### config.mk
export PLATFORM = sky130hd
export DESIGN_NAME = input_arbiter
export DESIGN_NICKNAME = d
export VERILOG_FILES = /design/src/rtl/game_input_pkg.sv /design/src/rtl/rr_pick.sv /design/src/rtl/input_arbiter.sv
export SDC_FILE = /design/constraint.sdc
export NUM_CORES = 1
export LEC_CHECK = 0
export ABC_AREA = 1
export ABC_CLOCK_PERIOD_IN_PS = 8940
export CAP_MARGIN = 30
export CORE_MARGIN = 2
export CORE_UTILIZATION = 42
export DETAILED_ROUTE_END_ITERATION = 8
export REMOVE_ABC_BUFFERS = 1
export SLEW_MARGIN = 10
export SYNTH_ARGS = -nofsm -noshare
export SYNTH_HDL_FRONTEND = slang
export SYNTH_SLANG_ARGS = --single-unit
### constraint.sdc
create_clock -name clk -period 8.94 [get_ports clk]
set_clock_uncertainty 0.05 [all_clocks]
set_input_delay 2.235 -clock clk [delete_from_list [all_inputs] [get_ports clk]]
set_output_delay 2.235 -clock clk [all_outputs]
set_load 0.1 [all_outputs]
### src/rtl/game_input_pkg.sv
// Shared types and constants for the game input arbiter.
// Command ids map to the button requesters in order.
package game_input_pkg;

  typedef enum logic [1:0] {
    IDLE  = 2'd0,
    OFFER = 2'd1,
    COOL  = 2'd2
  } arb_state_t;

  localparam int N_REQ_DEF = 4;

  localparam int CMD_FLAP    = 0;
  localparam int CMD_START   = 1;
  localparam int CMD_PAUSE   = 2;
  localparam int CMD_RESTART = 3;

endpackage

### src/rtl/rr_pick.sv
// Round-robin pick: first set pending bit at or after ptr,
// wrapping modulo N_REQ.
module rr_pick #(
  parameter int N_REQ = 4,
  parameter int ID_W  = 2
) (
  input  logic [N_REQ-1:0] pending,
  input  logic [ID_W-1:0]  ptr,
  output logic [ID_W-1:0]  idx,
  output logic             found
);

  logic [ID_W:0] s;

  // Scan farthest-first so the candidate nearest ptr wins.
  always_comb begin
    idx   = '0;
    found = 1'b0;
    s     = '0;
    for (int k = N_REQ - 1; k >= 0; k--) begin
      s = {1'b0, ptr} + (ID_W + 1)'(k);
      if (s >= (ID_W + 1)'(N_REQ))
        s = s - (ID_W + 1)'(N_REQ);
      if (pending[s[ID_W-1:0]]) begin
        idx   = s[ID_W-1:0];
        found = 1'b1;
      end
    end
  end

endmodule

### src/rtl/input_arbiter.sv
// Arbitrates debounced button pulses into one command
// at a time, with a cooldown and a duplicate-drop counter.
module input_arbiter
  import game_input_pkg::*;
#(
  parameter  int N_REQ    = N_REQ_DEF,
  parameter  int COOLDOWN = 16,
  parameter  int CNT_W    = 8,
  localparam int ID_W     = (N_REQ > 1) ? $clog2(N_REQ) : 1
) (
  input  logic             clk,
  input  logic             reset,
  input  logic [N_REQ-1:0] req_pulse,
  input  logic             enable,
  output logic             cmd_valid,
  input  logic             cmd_ready,
  output logic [ID_W-1:0]  cmd_id,
  output logic [CNT_W-1:0] drop_count,
  output logic             busy
);

  localparam int CW =
    (COOLDOWN > 1) ? $clog2(COOLDOWN) : 1;
  localparam logic [CW-1:0] COOL_LOAD =
    (COOLDOWN == 0) ? '0 : CW'(COOLDOWN - 1);
  localparam logic [31:0] DMAX =
    (32'd1 << CNT_W) - 32'd1;

  arb_state_t       state, state_n;
  logic [N_REQ-1:0] pending, pending_n;
  logic [ID_W-1:0]  rr_ptr, rr_ptr_n;
  logic [ID_W-1:0]  cmd_id_n;
  logic [CW-1:0]    cool_cnt, cool_n;
  logic [CNT_W-1:0] drop_n;

  logic [N_REQ-1:0] id_oh, keep_oh, clr_oh, drops;
  logic [ID_W-1:0]  pick_idx;
  logic             pick_found;
  logic             hs;
  logic [31:0]      dsum;

  rr_pick #(
    .N_REQ (N_REQ),
    .ID_W  (ID_W)
  ) u_pick (
    .pending (pending),
    .ptr     (rr_ptr),
    .idx     (pick_idx),
    .found   (pick_found)
  );

  assign cmd_valid = (state == OFFER);
  assign busy      = (state != IDLE);

  always_comb begin
    hs      = (state == OFFER) && cmd_ready;
    id_oh   = N_REQ'(1) << cmd_id;
    keep_oh = (state == OFFER) ? id_oh : '0;
    // A pulse coinciding with its own handshake re-arms the bit.
    clr_oh  = (hs && !(enable && req_pulse[cmd_id]))
            ? id_oh : '0;
    if (enable) begin
      drops     = req_pulse & pending & ~(hs ? id_oh : '0);
      pending_n = (pending | req_pulse) & ~clr_oh;
    end else begin
      drops     = '0;
      pending_n = pending & keep_oh & ~clr_oh;
    end
    dsum   = 32'(drop_count) + 32'($countones(drops));
    drop_n = (dsum > DMAX) ? '1 : dsum[CNT_W-1:0];
  end

  always_comb begin
    state_n  = state;
    cmd_id_n = cmd_id;
    rr_ptr_n = rr_ptr;
    cool_n   = cool_cnt;
    unique case (state)
      IDLE: begin
        if (enable && pick_found) begin
          state_n  = OFFER;
          cmd_id_n = pick_idx;
        end
      end
      OFFER: begin
        if (cmd_ready) begin
          rr_ptr_n = (cmd_id == ID_W'(N_REQ - 1))
                   ? '0 : cmd_id + 1'b1;
          if (COOLDOWN == 0) begin
            state_n = IDLE;
          end else begin
            state_n = COOL;
            cool_n  = COOL_LOAD;
          end
        end
      end
      COOL: begin
        if (cool_cnt == '0) state_n = IDLE;
        else cool_n = cool_cnt - 1'b1;
      end
      default: state_n = IDLE;
    endcase
  end

  always_ff @(posedge clk) begin
    if (reset) begin
      state      <= IDLE;
      pending    <= '0;
      rr_ptr     <= '0;
      cool_cnt   <= '0;
      drop_count <= '0;
      cmd_id     <= '0;
    end else begin
      state      <= state_n;
      pending    <= pending_n;
      rr_ptr     <= rr_ptr_n;
      cool_cnt   <= cool_n;
      drop_count <= drop_n;
      cmd_id     <= cmd_id_n;
    end
  end

endmodule

## After elaboration in Yosys (flattened, before gate mapping)

Index checks and enable logic that the tools add are counted.

- Flip-flop bits (word level): 22
- Latch bits: 0
- Bits in writable memories: 0
- Memories kept: 0
- Output and inout bits: 12
- Bits in read-only memories: 0

- Multiply operators: 0
- Shift-type cells: 1
- Reductions and logical operators: 13
- Order comparisons: 10
- Add/subtract/negate cells: 13
- Div/mod/pow operators: 0
- Equal/unequal tests: 7
- Bitwise operators: 8
- Multiplexer cells: 36

Operator list:

| operator | number |
|---|---|
| $mux 4 | 7 |
| $mux 2 | 12 |
| $and 4x4->4 | 5 |
| $lt 2x3->1 const B | 5 |
| $bmux 1 s2 | 5 |
| $add 8x3->9 | 1 |
| $ge 3x3->1 const B | 3 |
| $gt 9x8->1 const B | 1 |
| $mux 1 | 9 |
| $mux 8 | 1 |
| $not 4->4 | 2 |
| $pmux 4 s2 | 1 |
| $sub 2x1->2 const B | 4 |
| $add 2x2->3 const B | 2 |
| $ne 2x2->1 const B | 3 |
| $pmux 2 s3 | 1 |
| $reduce_and 3->1 | 2 |
| $add 1x1->2 | 2 |
| $eq 2x2->1 const B | 2 |
| $logic_and 1x1->1 | 4 |
| $logic_not 4->1 | 1 |
| $or 4x4->4 | 1 |
| $reduce_and 2->1 | 2 |
| $reduce_bool 2->1 | 2 |
| other kinds (10) | 10 |

## Depth between registers and ports, before layout

- Depth after elaboration: 12
- Depth in mapped cells: 15

## Modules after synthesis

A second synthesis with hierarchy kept.

- Cell total of the unflattened synthesis: 225
- Area total of the unflattened synthesis: 1,492.7 µm²

By module, submodules not included:

| module | area each (µm²) | instances | seq. area each (µm²) | cells an instance |
|---|---|---|---|---|
| input_arbiter | 1,277.5 | 1 | 440.4 | 181 |
| rr_pick | 215.2 | 1 | 0.0 | 44 |

## Worst setup path before layout

No wires, ideal clock.

- Path kind: input port to flip-flop
- From: in cmd_ready
- To: reg drop_count[3]
- Library setup time: 116 ps
- Data arrival time: 4,637 ps
- Required time: 8,774 ps
- Path buffers: 0
- Slack: 4,137 ps
- Stages: 14
- Cells stage by stage: inv_1 nor2_1 inv_1 o2111ai_1 fa_1 inv_1 fa_1 fa_1 nand4_1 nor2_1 nand2_1 inv_1 o21ai_0 inv_1

- Word-level cells in the longest chain between the ends: 10
- Elaborated cells between the ends (all ways): 11

RTL lines:

| what | RTL line | RTL |
|---|---|---|
| start, declared | input_arbiter.sv:16 | `input logic cmd_ready,` |
| $logic_and 1x1->1 (*) | input_arbiter.sv:56 | `hs = (state == OFFER) && cmd_ready;` |
| $mux 4 (*) | input_arbiter.sv:63 | `drops = req_pulse & pending & ~(hs ? id_oh : '0);` |
| $not 4->4 (*) | input_arbiter.sv:63 |  |
| $and 4x4->4 (*) | input_arbiter.sv:63 |  |
| $mux 4 (*) | input_arbiter.sv:62 | `if (enable) begin` |
| $add 1x1->2 (implied by the code) | input_arbiter.sv:69 | `dsum = 32'(drop_count) + 32'($countones(drops));` |
| $add 2x2->3 (implied by the code) (*) | input_arbiter.sv:69 |  |
| $add 8x3->9 (*) | input_arbiter.sv:69 |  |
| $gt 9x8->1 | input_arbiter.sv:70 | `drop_n = (dsum > DMAX) ? '1 : dsum[CNT_W-1:0];` |
| $mux 8 (*) | input_arbiter.sv:70 |  |
| end signal, assigned | input_arbiter.sv:118 | `drop_count <= drop_n;` |
| end, declared | input_arbiter.sv:18 | `output logic [CNT_W-1:0] drop_count,` |

Every way passes the cells marked *; elsewhere a longest branch is shown, timed or not.
A chain may end at the register's enable or synchronous reset.

## Worst setup path in the final report

Ends and elaborated chain as after synthesis.

==> qor.csv <==
stage,metric,value,unit
synth,Yosys reg bits,22,
setup_path,CP endpoint kind,flop,
setup_path,crit-path most repeated cell,inv_1,
floorplanning,Core ar.,0.00310,mm2
synth,synthesized instance count,207,
synth,synth cell count leaders,"nand2_1 (49), inv_1 (34), dfxtp_1 (22), nor2_1 (22), a21oi_1 (18)",
synth,most numerous cell in the Yosys netlist,nand2_1,
run,max cap viols,0,
timing,RSZ-0062 raised after global routing,false,
synth,number of flops mapped to enable cells by yosys,0,
clock_network,cts hold-fix bufs,0,
final_layout,Area Growth Syn to Fin,17.8,%
clock_network,clock net sink count,22,
synth,Post-synth ARST share,0,%
timing,Period minus WS final,5.14,ns
global_route,total track usage,18.8,%
setup_path,crit path capture,drop_count[3],
min_path,Hold Path Class,reg -> reg,
final_layout,area of the multi-input gates,786,um2
synth,post-synth top area share,31.7,%
pwr,clock network fraction of total power,19.4,%
setup_path,FF-to-FF path depth,14,
pwr,P_leak,0.761,nW
synth,Ys Warns,0,
timing,Slew @ Worst Pin,0.969,ns
drt,initial DRC count,111,
drt,DR vias,1342,
setup_path,Critical R2R Launch,cmd_id[0],
clock_network,worst skew pair latency,0.30,ns
floorplanning,die extent in y,61.5,um
final_layout,fin nets,245,
clock_network,CTS tree,yes,
setup_path,WP data arrival,5.30,ns
synth,mean post-synth cell area,6.72,um2
pwr,internal power,141,uW
global_route,largest net degree at the start of global routing,14,
pwr,Switching Power,88.3,uW
synth,synth top area cells,"dfxtp_1 (32%), nand2_1 (13%), inv_1 (9.2%), a21oi_1 (6.5%), nor2_1 (5.9%)",
timing,setup_tns,0,ns
setup_path,CP max-delay cell,clkdlybuf4s50_1,
synth,part of the Yosys area used for sequential elements,31.7,%
pwr,Seq pwr share,48.0,%
setup_path,RR Endpoint,drop_count[3],
drt,WL met3,115,um
floorplanning,Initial Utilization,44.8,%
setup_path,critical path type,in -> reg,
global_route,initial antenna violation count,0,
synth,Main synth FF type,dfxtp_1,
clock_network,post-cts repair resize count,0,
setup_path,CP max FO,8,
clock_network,H-tree level count,1,
drt,met1 wire length,1.51,mm
place,dpl cells,267,
setup_path,CP peak stage delay,0.46,ns
final_layout,post-route cell area,0.00164,mm2
final_layout,n_diodes,0,
global_route,global-route wire length before repair,5.34,mm
pwr,Worst IR Drop VDD,69.7,uV
place,Final GP Congestion,0.838,
timing,Rel. slew slack,35.2,%
setup_path,WP data required,9.10,ns
pwr,Comb power frac,32.6,%
synth,number of library cell types mapped by synthesis,26,
drt,antenna-violating nets left,0,
clock_network,Clock Path Buffers,2,
place,Post-Place Cell Area,0.00162,mm2
final_layout,filler-free cell count of the finished design,270,
timing,Hold Fails Final Rpt,0,
floorplanning,Std-Cell Rows,20,
drt,total wire length,3.21,mm
setup_path,reg2reg setup slack,5.56,ns
floorplanning,die area,0.00379,mm2
global_route,GRT Residual Overflow,0,
clock_network,Clock transition at path regs,0.12,ns
global_route,vias in the first global route,1232,
timing,final number of max-transition violations,0,
drt,drt pass-1 iters,4,
drt,met2 WL,1.58,mm
drt,Routed wire per std cell,11.9,um
floorplanning,die width,61.5,um
place,I/O Buffers,19,
final_layout,fin util,52.8,%
drt,drt drc,0,
final_layout,share of layout cells above drive strength 1,5.75,%
setup_path,CP Launch Type,input port,
run_status,outcome,finished clean,
drt,DR top layer,met3,
place,Final HPWL DP,2.53,mm
final_layout,sequential cell area,440,um2
clock_network,setup bufs post-CTS,0,
clock_network,CTS buffer count,3,
pwr,Net Sw Frac,38.5,%
pwr,pwr/cell area,140,mW/mm2
timing,"Period Utilization, post-route",57.5,%
setup_path,Setup crit start,cmd_ready,
final_layout,Layout fillers,335,
timing,# setup viols final,0,
floorplanning,I/O pin total,20,
setup_path,cells along the critical path,clkdlybuf4s50_1 > inv_1 > nor2_1 > inv_1 > o2111ai_1 > fa_1 > inv_1 > fa_1 > fa_1 > nand4_1 > nor2_1 > nand2_1 > inv_1 > o21ai_0 > inv_1,
clock_network,CTS root buffer,clkbuf_4,
synth,largest area contributor in the netlist,dfxtp_1,
timing,FMAX,194,MHz
drt,Avg Vias per Cell,4.97,
synth,synthesized area,0.00139,mm2
[state kept, by name, summed over array words and instances (netlist names)]
name        count
cmd_id          2
cool_cnt        4
drop_count      8
pending         4
rr_ptr          2
state           2
[routing by layer]
| metal | up-vias | GRT usage [%] |
|---|---|---|
| met5 | - | 0 |
| met4 | 0 | 4.86 |
| met3 | 0 | 2.94 |
| met2 | 24 | 31.1 |
| met1 | 616 | 25.4 |
| li1 | 702 | - |
[power groups by stage]
stage                     Combinational (mW)  Sequential (mW)  Clock, mW
final                                 0.0749            0.110     0.0446
after global routing                  0.0824            0.111     0.0507
after detailed placement              0.0749            0.112          0
after global placement                0.0738            0.112          0
after CTS                             0.0752            0.110     0.0465
after floorplan                       0.0426            0.124          0
[cells in the final DEF, fill, tap and decap left out]
master           instances
ha_1                     6
a31oi_1                  2
xnor2_1                  1
o21ai_0                 11
a211oi_1                 2
nand2_1                 49
nand2_2                  6
a21oi_1                 18
xor2_1                   3
inv_1                   34
dfxtp_1                 22
a22oi_1                  2
clkdlybuf4s50_1         19
nor2_1                  22
clkbuf_4                 3
nor2_2                   1
nand4_1                  3
nand3_1                  7
nor3_1                   1
clkinv_4                 1
o2111ai_1                4
fa_1                     3
o21ai_1                  3
inv_2                    2
a221oi_1                 1
[stage by stage]
step / setup WS (ns) / hold slack [ns] / total power [mW]
floorplan: 4.14 / 0.353 / 0.166
global placement: 3.60 / 0.363 / 0.186
detailed placement: 3.46 / 0.365 / 0.187
CTS: 3.79 / 0.382 / 0.232
global route: 3.57 / 0.391 / 0.244
finish: 3.80 / 0.379 / 0.230
[worst min-delay path by stage]
stage	start	to	slack, ns	depth (start not counted)
final	cool_cnt[0]	cool_cnt[0]	0.38	1
after global routing	cool_cnt[0]	cool_cnt[0]	0.39	1
after CTS	cool_cnt[0]	cool_cnt[0]	0.38	1
after detailed placement	cool_cnt[0]	cool_cnt[0]	0.36	1
after global placement	cool_cnt[0]	cool_cnt[0]	0.36	1
after floorplan	cool_cnt[0]	cool_cnt[0]	0.35	1
[final cells by class]
cell class,instances,area share [%]
Timing Repair Buffer,19,11.6
Sequential cell,22,26.9
Multi-Input combinational cell,145,48.0
Tap cell,44,3.36
Inverter,37,8.79
Clock buffer,3,1.38
[kinds of logic after synthesis]
kind of cell,synth area share (%)
AND/OR/NAND/NOR,26.6
AO/OA/AOI/OAI,17.7
buffers and inverters,11.8
flip-flops,31.7
adder cells (fa/ha/maj),9.72
XOR/XNOR,2.52
[worst max-delay path, delay by kind of cell]
kind	cells	cell delay (ns)
buffers and inverters	6	0.92
AND/OR/NAND/NOR	4	0.63
AO/OA/AOI/OAI	2	0.43
adder cells (fa/ha/maj)	3	1.08
(Power assumes the default switching activity.)
